--- config.mk ---
export PLATFORM = sky130hd
export DESIGN_NAME = oneapi_axi_to_avalon_skid_gasket_flat
export DESIGN_NICKNAME = d
export VERILOG_FILES = /design/src/rtl/oneapi_axi_to_avalon_skid_gasket_if.sv /design/src/rtl/oneapi_axi_to_avalon_skid_gasket.sv /design/src/flat_wrapper.sv
export SDC_FILE = /design/constraint.sdc
export NUM_CORES = 1
export LEC_CHECK = 0
export BUFFER_PORTS_ARGS = -buffer_cell sky130_fd_sc_hd__buf_2
export CORE_MARGIN = 2
export CORE_UTILIZATION = 47
export CTS_CLUSTER_SIZE = 12
export DETAILED_ROUTE_END_ITERATION = 16
export PLACE_DENSITY = 0.77
export SLEW_MARGIN = 20
export SYNTH_ARGS = -nofsm -noshare
export SYNTH_HDL_FRONTEND = slang
export SYNTH_SLANG_ARGS = --single-unit
--- constraint.sdc ---
create_clock -name csi_clk -period 1.3 [get_ports csi_clk]
set_clock_uncertainty 0.05 [all_clocks]
set_input_delay 0.13 -clock csi_clk [delete_from_list [all_inputs] [get_ports csi_clk]]
set_output_delay 0.13 -clock csi_clk [all_outputs]
set_load 0.1 [all_outputs]
--- src/rtl/oneapi_axi_to_avalon_skid_gasket_if.sv ---
// Stream bundle between the AXI4-Stream video source and the Avalon-ST sink.
// The gasket uses the slave modport; the source/sink side uses the master modport.
interface oneapi_axi_to_avalon_skid_gasket_if #(
    parameter int BITS_AXI   = 64,
    parameter int TUSER_BITS = 8,
    parameter int BITS_AV    = 96,
    parameter int EMPTY_BITS = 4
);
    logic                  axs_tvalid;
    logic                  axs_tready;
    logic [BITS_AXI-1:0]   axs_tdata;
    logic                  axs_tlast;
    logic [TUSER_BITS-1:0] axs_tuser;
    logic                  aso_valid;
    logic                  aso_ready;
    logic [BITS_AV-1:0]    aso_data;
    logic                  aso_startofpacket;
    logic                  aso_endofpacket;
    logic [EMPTY_BITS-1:0] aso_empty;

    modport master (
        output axs_tvalid, axs_tdata, axs_tlast, axs_tuser, aso_ready,
        input  axs_tready, aso_valid, aso_data, aso_startofpacket, aso_endofpacket, aso_empty
    );

    modport slave (
        input  axs_tvalid, axs_tdata, axs_tlast, axs_tuser, aso_ready,
        output axs_tready, aso_valid, aso_data, aso_startofpacket, aso_endofpacket, aso_empty
    );
endinterface

--- src/rtl/oneapi_axi_to_avalon_skid_gasket.sv ---
// AXI4-Stream packed video -> Avalon-ST unpacked pixels through a 2-entry skid buffer.
// Optional framing checker compiled in with GASKET_FRAMING_CHECK_EN.
module oneapi_axi_to_avalon_skid_gasket #(
    parameter int PARALLEL_PIXELS      = 2,
    parameter int BITS_PER_CHANNEL     = 10,
    parameter int CHANNELS             = 3,
    parameter int BITS_PER_CHANNEL_AV  = 1 << $clog2(BITS_PER_CHANNEL),
    parameter int BITS_PER_PIXEL_AV    = BITS_PER_CHANNEL_AV * CHANNELS,
    parameter int BITS_AV              = BITS_PER_PIXEL_AV * PARALLEL_PIXELS,
    parameter int EMPTY_BITS           = $clog2(BITS_AV / 8),
    parameter int BITS_PER_CHANNEL_AXI = BITS_PER_CHANNEL,
    parameter int BITS_PER_PIXEL_AXI   = 8 * ((CHANNELS * BITS_PER_CHANNEL_AXI + 7) / 8),
    parameter int BITS_AXI             = BITS_PER_PIXEL_AXI * PARALLEL_PIXELS,
    parameter int TUSER_BITS           = (BITS_AXI + 7) / 8
) (
    input  logic csi_clk,
    input  logic rsi_reset_n,
    oneapi_axi_to_avalon_skid_gasket_if.slave bus,
    output logic coe_framing_err
);
    localparam int PAD_BITS = BITS_PER_PIXEL_AXI - CHANNELS * BITS_PER_CHANNEL_AXI;
    localparam int PAD_W    = (PAD_BITS > 0) ? PAD_BITS : 1;

    logic [BITS_AV-1:0]             unpacked;
    logic [PARALLEL_PIXELS*PAD_W-1:0] unused_pad;
    logic [TUSER_BITS-1:1]          unused_tuser;

    for (genvar gi = 0; gi < PARALLEL_PIXELS; gi++) begin : g_pix
        for (genvar gc = 0; gc < CHANNELS; gc++) begin : g_ch
            assign unpacked[gi*BITS_PER_PIXEL_AV + gc*BITS_PER_CHANNEL_AV +: BITS_PER_CHANNEL_AV] =
                BITS_PER_CHANNEL_AV'(bus.axs_tdata[gi*BITS_PER_PIXEL_AXI + gc*BITS_PER_CHANNEL_AXI +: BITS_PER_CHANNEL_AXI]);
        end
        if (PAD_BITS > 0) begin : g_pad
            assign unused_pad[gi*PAD_W +: PAD_W] =
                bus.axs_tdata[gi*BITS_PER_PIXEL_AXI + CHANNELS*BITS_PER_CHANNEL_AXI +: PAD_W];
        end else begin : g_nopad
            assign unused_pad[gi*PAD_W +: PAD_W] = '0;
        end
    end
    assign unused_tuser = bus.axs_tuser[TUSER_BITS-1:1];

    logic               out_valid_q, out_valid_d;
    logic [BITS_AV-1:0] out_data_q,  out_data_d;
    logic               out_sop_q,   out_sop_d;
    logic               out_eop_q,   out_eop_d;
    logic               skid_valid_q, skid_valid_d;
    logic [BITS_AV-1:0] skid_data_q,  skid_data_d;
    logic               skid_sop_q,   skid_sop_d;
    logic               skid_eop_q,   skid_eop_d;
    logic               tready_q,     tready_d;
    logic               accept;
    logic               forward;

    assign accept = bus.axs_tvalid && tready_q;

`ifdef GASKET_FRAMING_CHECK_EN
    typedef enum logic {S_IDLE, S_IN_PKT} state_t;
    state_t state_q;
    logic   err_q;

    // A beat outside a packet is only legal if it opens one.
    assign forward = bus.axs_tuser[0] || (state_q == S_IN_PKT);

    always_ff @(posedge csi_clk or negedge rsi_reset_n) begin
        if (!rsi_reset_n) begin
            state_q <= S_IDLE;
            err_q   <= 1'b0;
        end else if (accept) begin
            if (bus.axs_tuser[0]) begin
                if (state_q == S_IN_PKT) err_q <= 1'b1;
                state_q <= bus.axs_tlast ? S_IDLE : S_IN_PKT;
            end else if (state_q == S_IDLE) begin
                err_q <= 1'b1;
            end else if (bus.axs_tlast) begin
                state_q <= S_IDLE;
            end
        end
    end
    assign coe_framing_err = err_q;
`else
    assign forward         = 1'b1;
    assign coe_framing_err = 1'b0;
`endif

    always_comb begin
        out_valid_d  = out_valid_q;
        out_data_d   = out_data_q;
        out_sop_d    = out_sop_q;
        out_eop_d    = out_eop_q;
        skid_valid_d = skid_valid_q;
        skid_data_d  = skid_data_q;
        skid_sop_d   = skid_sop_q;
        skid_eop_d   = skid_eop_q;
        if (!out_valid_q || bus.aso_ready) begin
            // SKID always has priority; no accept can coincide because tready is low while it is full.
            if (skid_valid_q) begin
                out_valid_d  = 1'b1;
                out_data_d   = skid_data_q;
                out_sop_d    = skid_sop_q;
                out_eop_d    = skid_eop_q;
                skid_valid_d = 1'b0;
            end else begin
                out_valid_d = accept && forward;
                if (accept && forward) begin
                    out_data_d = unpacked;
                    out_sop_d  = bus.axs_tuser[0];
                    out_eop_d  = bus.axs_tlast;
                end
            end
        end else if (accept && forward) begin
            skid_valid_d = 1'b1;
            skid_data_d  = unpacked;
            skid_sop_d   = bus.axs_tuser[0];
            skid_eop_d   = bus.axs_tlast;
        end
        tready_d = !skid_valid_d;
    end

    always_ff @(posedge csi_clk or negedge rsi_reset_n) begin
        if (!rsi_reset_n) begin
            out_valid_q  <= 1'b0;
            out_data_q   <= '0;
            out_sop_q    <= 1'b0;
            out_eop_q    <= 1'b0;
            skid_valid_q <= 1'b0;
            skid_data_q  <= '0;
            skid_sop_q   <= 1'b0;
            skid_eop_q   <= 1'b0;
            tready_q     <= 1'b0;
        end else begin
            out_valid_q  <= out_valid_d;
            out_data_q   <= out_data_d;
            out_sop_q    <= out_sop_d;
            out_eop_q    <= out_eop_d;
            skid_valid_q <= skid_valid_d;
            skid_data_q  <= skid_data_d;
            skid_sop_q   <= skid_sop_d;
            skid_eop_q   <= skid_eop_d;
            tready_q     <= tready_d;
        end
    end

    assign bus.axs_tready        = tready_q;
    assign bus.aso_valid         = out_valid_q;
    assign bus.aso_data          = out_data_q;
    assign bus.aso_startofpacket = out_sop_q;
    assign bus.aso_endofpacket   = out_eop_q;
    assign bus.aso_empty         = '0;
endmodule

--- src/flat_wrapper.sv ---
// flat-port wrapper written by rule: the top's interface ports become plain ports
module oneapi_axi_to_avalon_skid_gasket_flat 
#(
    parameter int PARALLEL_PIXELS      = 2,
    parameter int BITS_PER_CHANNEL     = 10,
    parameter int CHANNELS             = 3,
    parameter int BITS_PER_CHANNEL_AV  = 1 << $clog2(BITS_PER_CHANNEL),
    parameter int BITS_PER_PIXEL_AV    = BITS_PER_CHANNEL_AV * CHANNELS,
    parameter int BITS_AV              = BITS_PER_PIXEL_AV * PARALLEL_PIXELS,
    parameter int EMPTY_BITS           = $clog2(BITS_AV / 8),
    parameter int BITS_PER_CHANNEL_AXI = BITS_PER_CHANNEL,
    parameter int BITS_PER_PIXEL_AXI   = 8 * ((CHANNELS * BITS_PER_CHANNEL_AXI + 7) / 8),
    parameter int BITS_AXI             = BITS_PER_PIXEL_AXI * PARALLEL_PIXELS,
    parameter int TUSER_BITS           = (BITS_AXI + 7) / 8
)
  (csi_clk, rsi_reset_n, coe_framing_err, bus_axs_tvalid, bus_axs_tdata, bus_axs_tlast, bus_axs_tuser, bus_aso_ready, bus_axs_tready, bus_aso_valid, bus_aso_data, bus_aso_startofpacket, bus_aso_endofpacket, bus_aso_empty);
  oneapi_axi_to_avalon_skid_gasket_if #(.BITS_AXI(BITS_AXI), .TUSER_BITS(TUSER_BITS), .BITS_AV(BITS_AV), .EMPTY_BITS(EMPTY_BITS)) bus_i ();
  input  logic csi_clk;
  input  logic rsi_reset_n;
  output logic coe_framing_err;
  input wire logic [$bits(bus_i.axs_tvalid)-1:0] bus_axs_tvalid;
  input wire logic [$bits(bus_i.axs_tdata)-1:0] bus_axs_tdata;
  input wire logic [$bits(bus_i.axs_tlast)-1:0] bus_axs_tlast;
  input wire logic [$bits(bus_i.axs_tuser)-1:0] bus_axs_tuser;
  input wire logic [$bits(bus_i.aso_ready)-1:0] bus_aso_ready;
  output wire logic [$bits(bus_i.axs_tready)-1:0] bus_axs_tready;
  output wire logic [$bits(bus_i.aso_valid)-1:0] bus_aso_valid;
  output wire logic [$bits(bus_i.aso_data)-1:0] bus_aso_data;
  output wire logic [$bits(bus_i.aso_startofpacket)-1:0] bus_aso_startofpacket;
  output wire logic [$bits(bus_i.aso_endofpacket)-1:0] bus_aso_endofpacket;
  output wire logic [$bits(bus_i.aso_empty)-1:0] bus_aso_empty;
  assign bus_i.axs_tvalid = bus_axs_tvalid;
  assign bus_i.axs_tdata = bus_axs_tdata;
  assign bus_i.axs_tlast = bus_axs_tlast;
  assign bus_i.axs_tuser = bus_axs_tuser;
  assign bus_i.aso_ready = bus_aso_ready;
  assign bus_axs_tready = bus_i.axs_tready;
  assign bus_aso_valid = bus_i.aso_valid;
  assign bus_aso_data = bus_i.aso_data;
  assign bus_aso_startofpacket = bus_i.aso_startofpacket;
  assign bus_aso_endofpacket = bus_i.aso_endofpacket;
  assign bus_aso_empty = bus_i.aso_empty;
  oneapi_axi_to_avalon_skid_gasket #(.PARALLEL_PIXELS(PARALLEL_PIXELS), .BITS_PER_CHANNEL(BITS_PER_CHANNEL), .CHANNELS(CHANNELS), .BITS_PER_CHANNEL_AV(BITS_PER_CHANNEL_AV), .BITS_PER_PIXEL_AV(BITS_PER_PIXEL_AV), .BITS_AV(BITS_AV), .EMPTY_BITS(EMPTY_BITS), .BITS_PER_CHANNEL_AXI(BITS_PER_CHANNEL_AXI), .BITS_PER_PIXEL_AXI(BITS_PER_PIXEL_AXI), .BITS_AXI(BITS_AXI), .TUSER_BITS(TUSER_BITS)) u_core (.csi_clk(csi_clk), .rsi_reset_n(rsi_reset_n), .bus(bus_i), .coe_framing_err(coe_framing_err));
endmodule
== After elaboration in Yosys (flattened, before gate mapping) ==
Index checks and enable logic that the tools add are counted.
W data, S select, Z words.

* Add/sub/neg operators: 0
* Multipliers: 0
* Div/mod/pow operators: 0
* $lt $le $gt $ge: 0
* Equality and inequality tests: 0
* Shift-type cells: 0
* Muxes and demuxes: 9
* Bitwise operators: 1
* Reductions and logical operators: 7

{| class="wikitable"
|+ Operators by type and width
! cell !! number
|-
| $mux W96 || 2
|-
| $mux W1 || 7
|-
| $reduce_and A2 Y1 || 2
|-
| $logic_not A1 Y1 || 2
|-
| $reduce_bool A2 Y1 || 1
|-
| $logic_and A1 B1 Y1 || 1
|-
| $logic_or A1 B1 Y1 || 1
|-
| $not A1 Y1 || 1
|}

* Register bits: 163
* Bits in latches: 0
* Bits in writable memories: 0
* Memory bits (read-only): 0
* Input bits: 77
* Output and inout port bits: 105
* Word-level logic and storage cells: 26
* Memories: 0

== Longest topological paths before layout ==
* Word-level depth: 4
* Mapped depth: 5
* Mapped depth without buffers: 3

== Worst setup path before layout ==
No wires, ideal clock.

* Kind: flip-flop to flip-flop
* Start point: register u_core.out_valid_q, in the netlist u_core.bus.aso_valid
* End point: register u_core.skid_data_q[0]
* Setup time: 0.125 ns
* Arrival time: 1.952 ns
* Data required time: 1.125 ns
* Slack: -0.827 ns
* Cell stages (with the launch flop): 5
* Path buffers: 1
* Clock period less this slack: 2.127 ns
* Cells stage by stage: dfrtp_1 > nor2b_4 > nand3_4 > buf_6 > mux2_4

* Longest elaborated chain between the ends: 4

{| class="wikitable"
|+ Ends and longest elaborated chain
! what !! line !! source
|-
| start, declared || oneapi_axi_to_avalon_skid_gasket.sv:42 || <nowiki>logic out_valid_q, out_valid_d;</nowiki>
|-
| start signal, assigned || oneapi_axi_to_avalon_skid_gasket.sv:131 || <nowiki>out_valid_q <= out_valid_d;</nowiki>
|-
| $logic_not A1 Y1 || oneapi_axi_to_avalon_skid_gasket.sv:94 || <nowiki>if (!out_valid_q || bus.aso_ready) begin</nowiki>
|-
| $logic_or A1 B1 Y1 || oneapi_axi_to_avalon_skid_gasket.sv:94 ||
|-
| $not A1 Y1 (no source line) || - ||
|-
| $reduce_and A2 Y1 (no source line) || - ||
|-
| end signal, assigned || oneapi_axi_to_avalon_skid_gasket.sv:136 || <nowiki>skid_data_q <= skid_data_d;</nowiki>
|-
| end, declared || oneapi_axi_to_avalon_skid_gasket.sv:47 || <nowiki>logic [BITS_AV-1:0] skid_data_q, skid_data_d;</nowiki>
|}

Every way passes these cells.
A chain may end at the register's enable or synchronous reset.

== Final worst setup path ==
* Start point: register u_core.out_valid_q, in the netlist u_core.bus.aso_valid
* End point: register u_core.out_data_q[38], in the netlist u_core.bus.aso_data[38]

* Longest elaborated chain between the ends: 3

{| class="wikitable"
|+ Ends and longest elaborated chain
! what !! line !! source
|-
| $logic_not A1 Y1 || oneapi_axi_to_avalon_skid_gasket.sv:94 ||
|-
| $logic_or A1 B1 Y1 || oneapi_axi_to_avalon_skid_gasket.sv:94 ||
|-
| $reduce_and A2 Y1 (no source line) || - ||
|-
| end signal, assigned || oneapi_axi_to_avalon_skid_gasket.sv:132 || <nowiki>out_data_q <= out_data_d;</nowiki>
|-
| end, declared || oneapi_axi_to_avalon_skid_gasket.sv:43 || <nowiki>logic [BITS_AV-1:0] out_data_q, out_data_d;</nowiki>
|}

Every way passes these cells.

==> out/qor.csv <==
stage,metric,value,unit
outcome,outcome,"complete, but fails checks",
outcome,violations,"negative hold slack, negative setup slack",
global_routing,grt_max_degree,45,
floorplan,die_height,117,um
worst_hold_path,min_path_type,input pin to flop,
pwr,p_leak,4.31,nW
clock_tree,worstSkewPairLatency,0.42,ns
setup_path,crit_type,flop to flop,
worst_hold_path,hold_start,bus_aso_ready,
timing,hold_viol,2,
placement,numPortBuffers,129,
setup_path,critPathRequiredTime,1.56,ns
pwr,internal_power,11.4,mW
logic_synthesis,postSynthAreaPerCell,15.8,um^2
timing,finalSetupTns,-28.47,ns
floorplan,rows,41,
logic_synthesis,synthTopCellsByArea,"dfrtp_1, mux2_2, mux2_4",
clock_tree,clk_path_buf_depth,2,
placement,place_hpwl,8000,um
global_routing,first_global_vias,4171,
job,max_cap_viol_count,0,
logic_synthesis,synth_cell_types,15,
final_layout,layout_common_cells,"dfrtp_1, mux2_4, mux2_2, buf_2, dlygate4sd3_1",
detailed_routing,num_vias,3871,
detailed_routing,drtPass1Iterations,4,
final_layout,drive_gt1_frac,0.625,
logic_synthesis,seq_area_frac_synth,0.526,
clock_tree,numCtsBuffers,17,
placement,place_worst_setup_slack,-0.300,ns
logic_synthesis,synth_top_area_share,0.526,
setup_path,worstSetupStartpoint,u_core.bus.aso_valid,
detailed_routing,wl_per_cell,18.9,um
global_routing,antenna_found_initial,2,
logic_synthesis,syn_inst,382,
global_routing,grtUsageTotal,0.210,
timing,fmax,633,MHz
logic_synthesis,ys_seq_elements,127,
detailed_routing,drt_wl_total,15000,um
pwr,swShare,0.447,
clock_tree,clock_sinks,127,
setup_path,arrival,1.84,ns
detailed_routing,vias_per_cell,4.89,
floorplan,core-area,12600,um^2
pwr,power_density,2340,nW/um^2
clock_tree,clk_pin_slew,0.06,ns
global_routing,grt_overflow,0,
pwr,p_seq_frac,0.289,
pwr,p_total,20.7,mW
timing,rsz0062_at_grt,true,
timing,slew_violations,0,
timing,setup_ws,-0.281,ns
final_layout,syn_to_final_growth,46.4,%
clock_tree,cts.htree.levels,4,
setup_path,crit_path_max_fanout,8,
timing,timing.final.crit_share,1.22,
setup_path,cp-end-kind,flop,
final_layout,final_common_cell,dfrtp_1,
timing,fin_crit,1.58,ns
logic_synthesis,synth_top_area_cell,dfrtp_1,
floorplan,die_x,117,um
logic_synthesis,synthesis.area,6040,um^2
floorplan,initial_core_util,0.481,
floorplan,die_area,13800,um^2
detailed_routing,drt-initial-drc-count,203,
setup_path,startpoint_type,flop,
logic_synthesis,synth_warnings,0,
setup_path,r2r-start,u_core.bus.aso_valid,
placement,gp_routability_congestion,0.713,
detailed_routing,drc,0,
pwr,p_comb_frac,0.482,
floorplan,ioPinCount,182,
timing,setup_viol,126,
clock_tree,root_buffer,clkbuf_16,
pwr,vdd_ir_drop_max,1610,uV
global_routing,grt_pass1_wl,22400,um
clock_tree,cts-hold-fix-buffers,63,
final_layout,nets,684,
pwr,p_sw,9.23,mW
clock_tree,cts_tree,yes,
detailed_routing,antenna_left,0,
timing,hold_ws,-0.0365,ns
pwr,clkPwrFrac,0.229,
-- area by class of cell --
| type | count | area [um^2] |
|---|---|---|
| Multi-Input combinational cell | 234 | 2710 |
| Clock buffer | 21 | 480 |
| Timing Repair Buffer | 226 | 2140 |
| Clock inverter | 10 | 111 |
| Antenna cell | 1 | 2.50 |
| Sequential cell | 127 | 3190 |
| Fill cell | 805 | 3720 |
| Inverter | 1 | 3.75 |
| Tap cell | 172 | 215 |
-- synthesized netlist by cell type (all sizes together) --
master,number
a21oi,1
or2b,1
buf,60
conb,1
mux2,186
nor2,1
inv,1
dfrtp,127
nor2b,1
nand2,1
nand3,1
nand2b,1
-- path summary, 6_finish.rpt --
path | end | slack (ns) | depth (start not counted)
setup / recovery | u_core.bus.aso_data[38] | -0.28 | 5
setup reg to reg | u_core.bus.aso_data[38] | -0.28 | 5
hold / removal | u_core.bus.aso_valid | -0.04 | 3
max in group asynchronous | u_core.bus.aso_data[83] | 0.52 | 3
min in group asynchronous | u_core.bus.aso_data[51] | 0.11 | 2
hold reg to reg | u_core.skid_data_q[85] | 0.45 | 1
-- logic make-up after synthesis --
| kind of cell | synth area share |
|---|---|
| flip-flops | 0.526 |
| multiplexers | 0.384 |
| buffers and inverters | 0.0770 |
| AO/OA/AOI/OAI | 0.00269 |
| other | 0.000621 |
| AND/OR/NAND/NOR | 0.00994 |
-- registers in the layout, indices dropped and copies added (netlist names) --
name                          cells
u_core.bus.aso_data              60
u_core.skid_data_q               60
u_core.bus.aso_endofpacket        1
u_core.bus.aso_startofpacket      1
u_core.bus.aso_valid              1
u_core.bus.axs_tready             1
u_core.skid_eop_q                 1
u_core.skid_sop_q                 1
u_core.skid_valid_q               1
-- critical path: stages, from the launching register on --
cell and delay (ns):
dfrtp_4 0.47, nor2b_4 0.16, nor2_4 0.11, buf_4 0.18, clkbuf_16 0.16, mux2_2 0.34
-- metrics by stage --
step	instance area, um^2	cells	util	hold slack, ns
after floorplan	6240	422	-	-0.216
final	8850	792	0.704	-0.0365
after global placement	6920	681	0.551	0.00420
after CTS	8510	784	0.677	-0.0491
after global routing	8850	791	0.704	-0.0192
after detailed placement	6920	681	0.551	0.00823
-- layer usage --
layer | part of all wire | vias to the layer above | track usage
met1 | 0.42 | 2013 | 0.260
met5 | 0.00087 | - | 0
met4 | 0.013 | 2 | 0.0633
met3 | 0.055 | 19 | 0.0715
li1 | - | 1714 | -
met2 | 0.51 | 123 | 0.348
-- power groups by stage --
stage	Sequential [mW]	Clock (mW)	Combinational [mW]
detailed placement	5.87	0	8.76
global route	6.11	5.00	10.3
floorplan	10.5	0	2.75
global placement	5.81	0	8.64
finish	5.97	4.74	9.96
CTS	5.89	4.79	9.51
-- what timing repair did --
| action | CTS | global route |
|---|---|---|
| hold endpoints to repair | 191 | 1 |
| buffers inserted | 8 | 1 |
| resized for setup | 80 | 43 |
| pin swaps | 1 | 1 |
| endpoints found under the setup margin | 188 | 137 |
| cloned | 3 | 8 |
No activity file was read; power rests on OpenSTA's default activity.
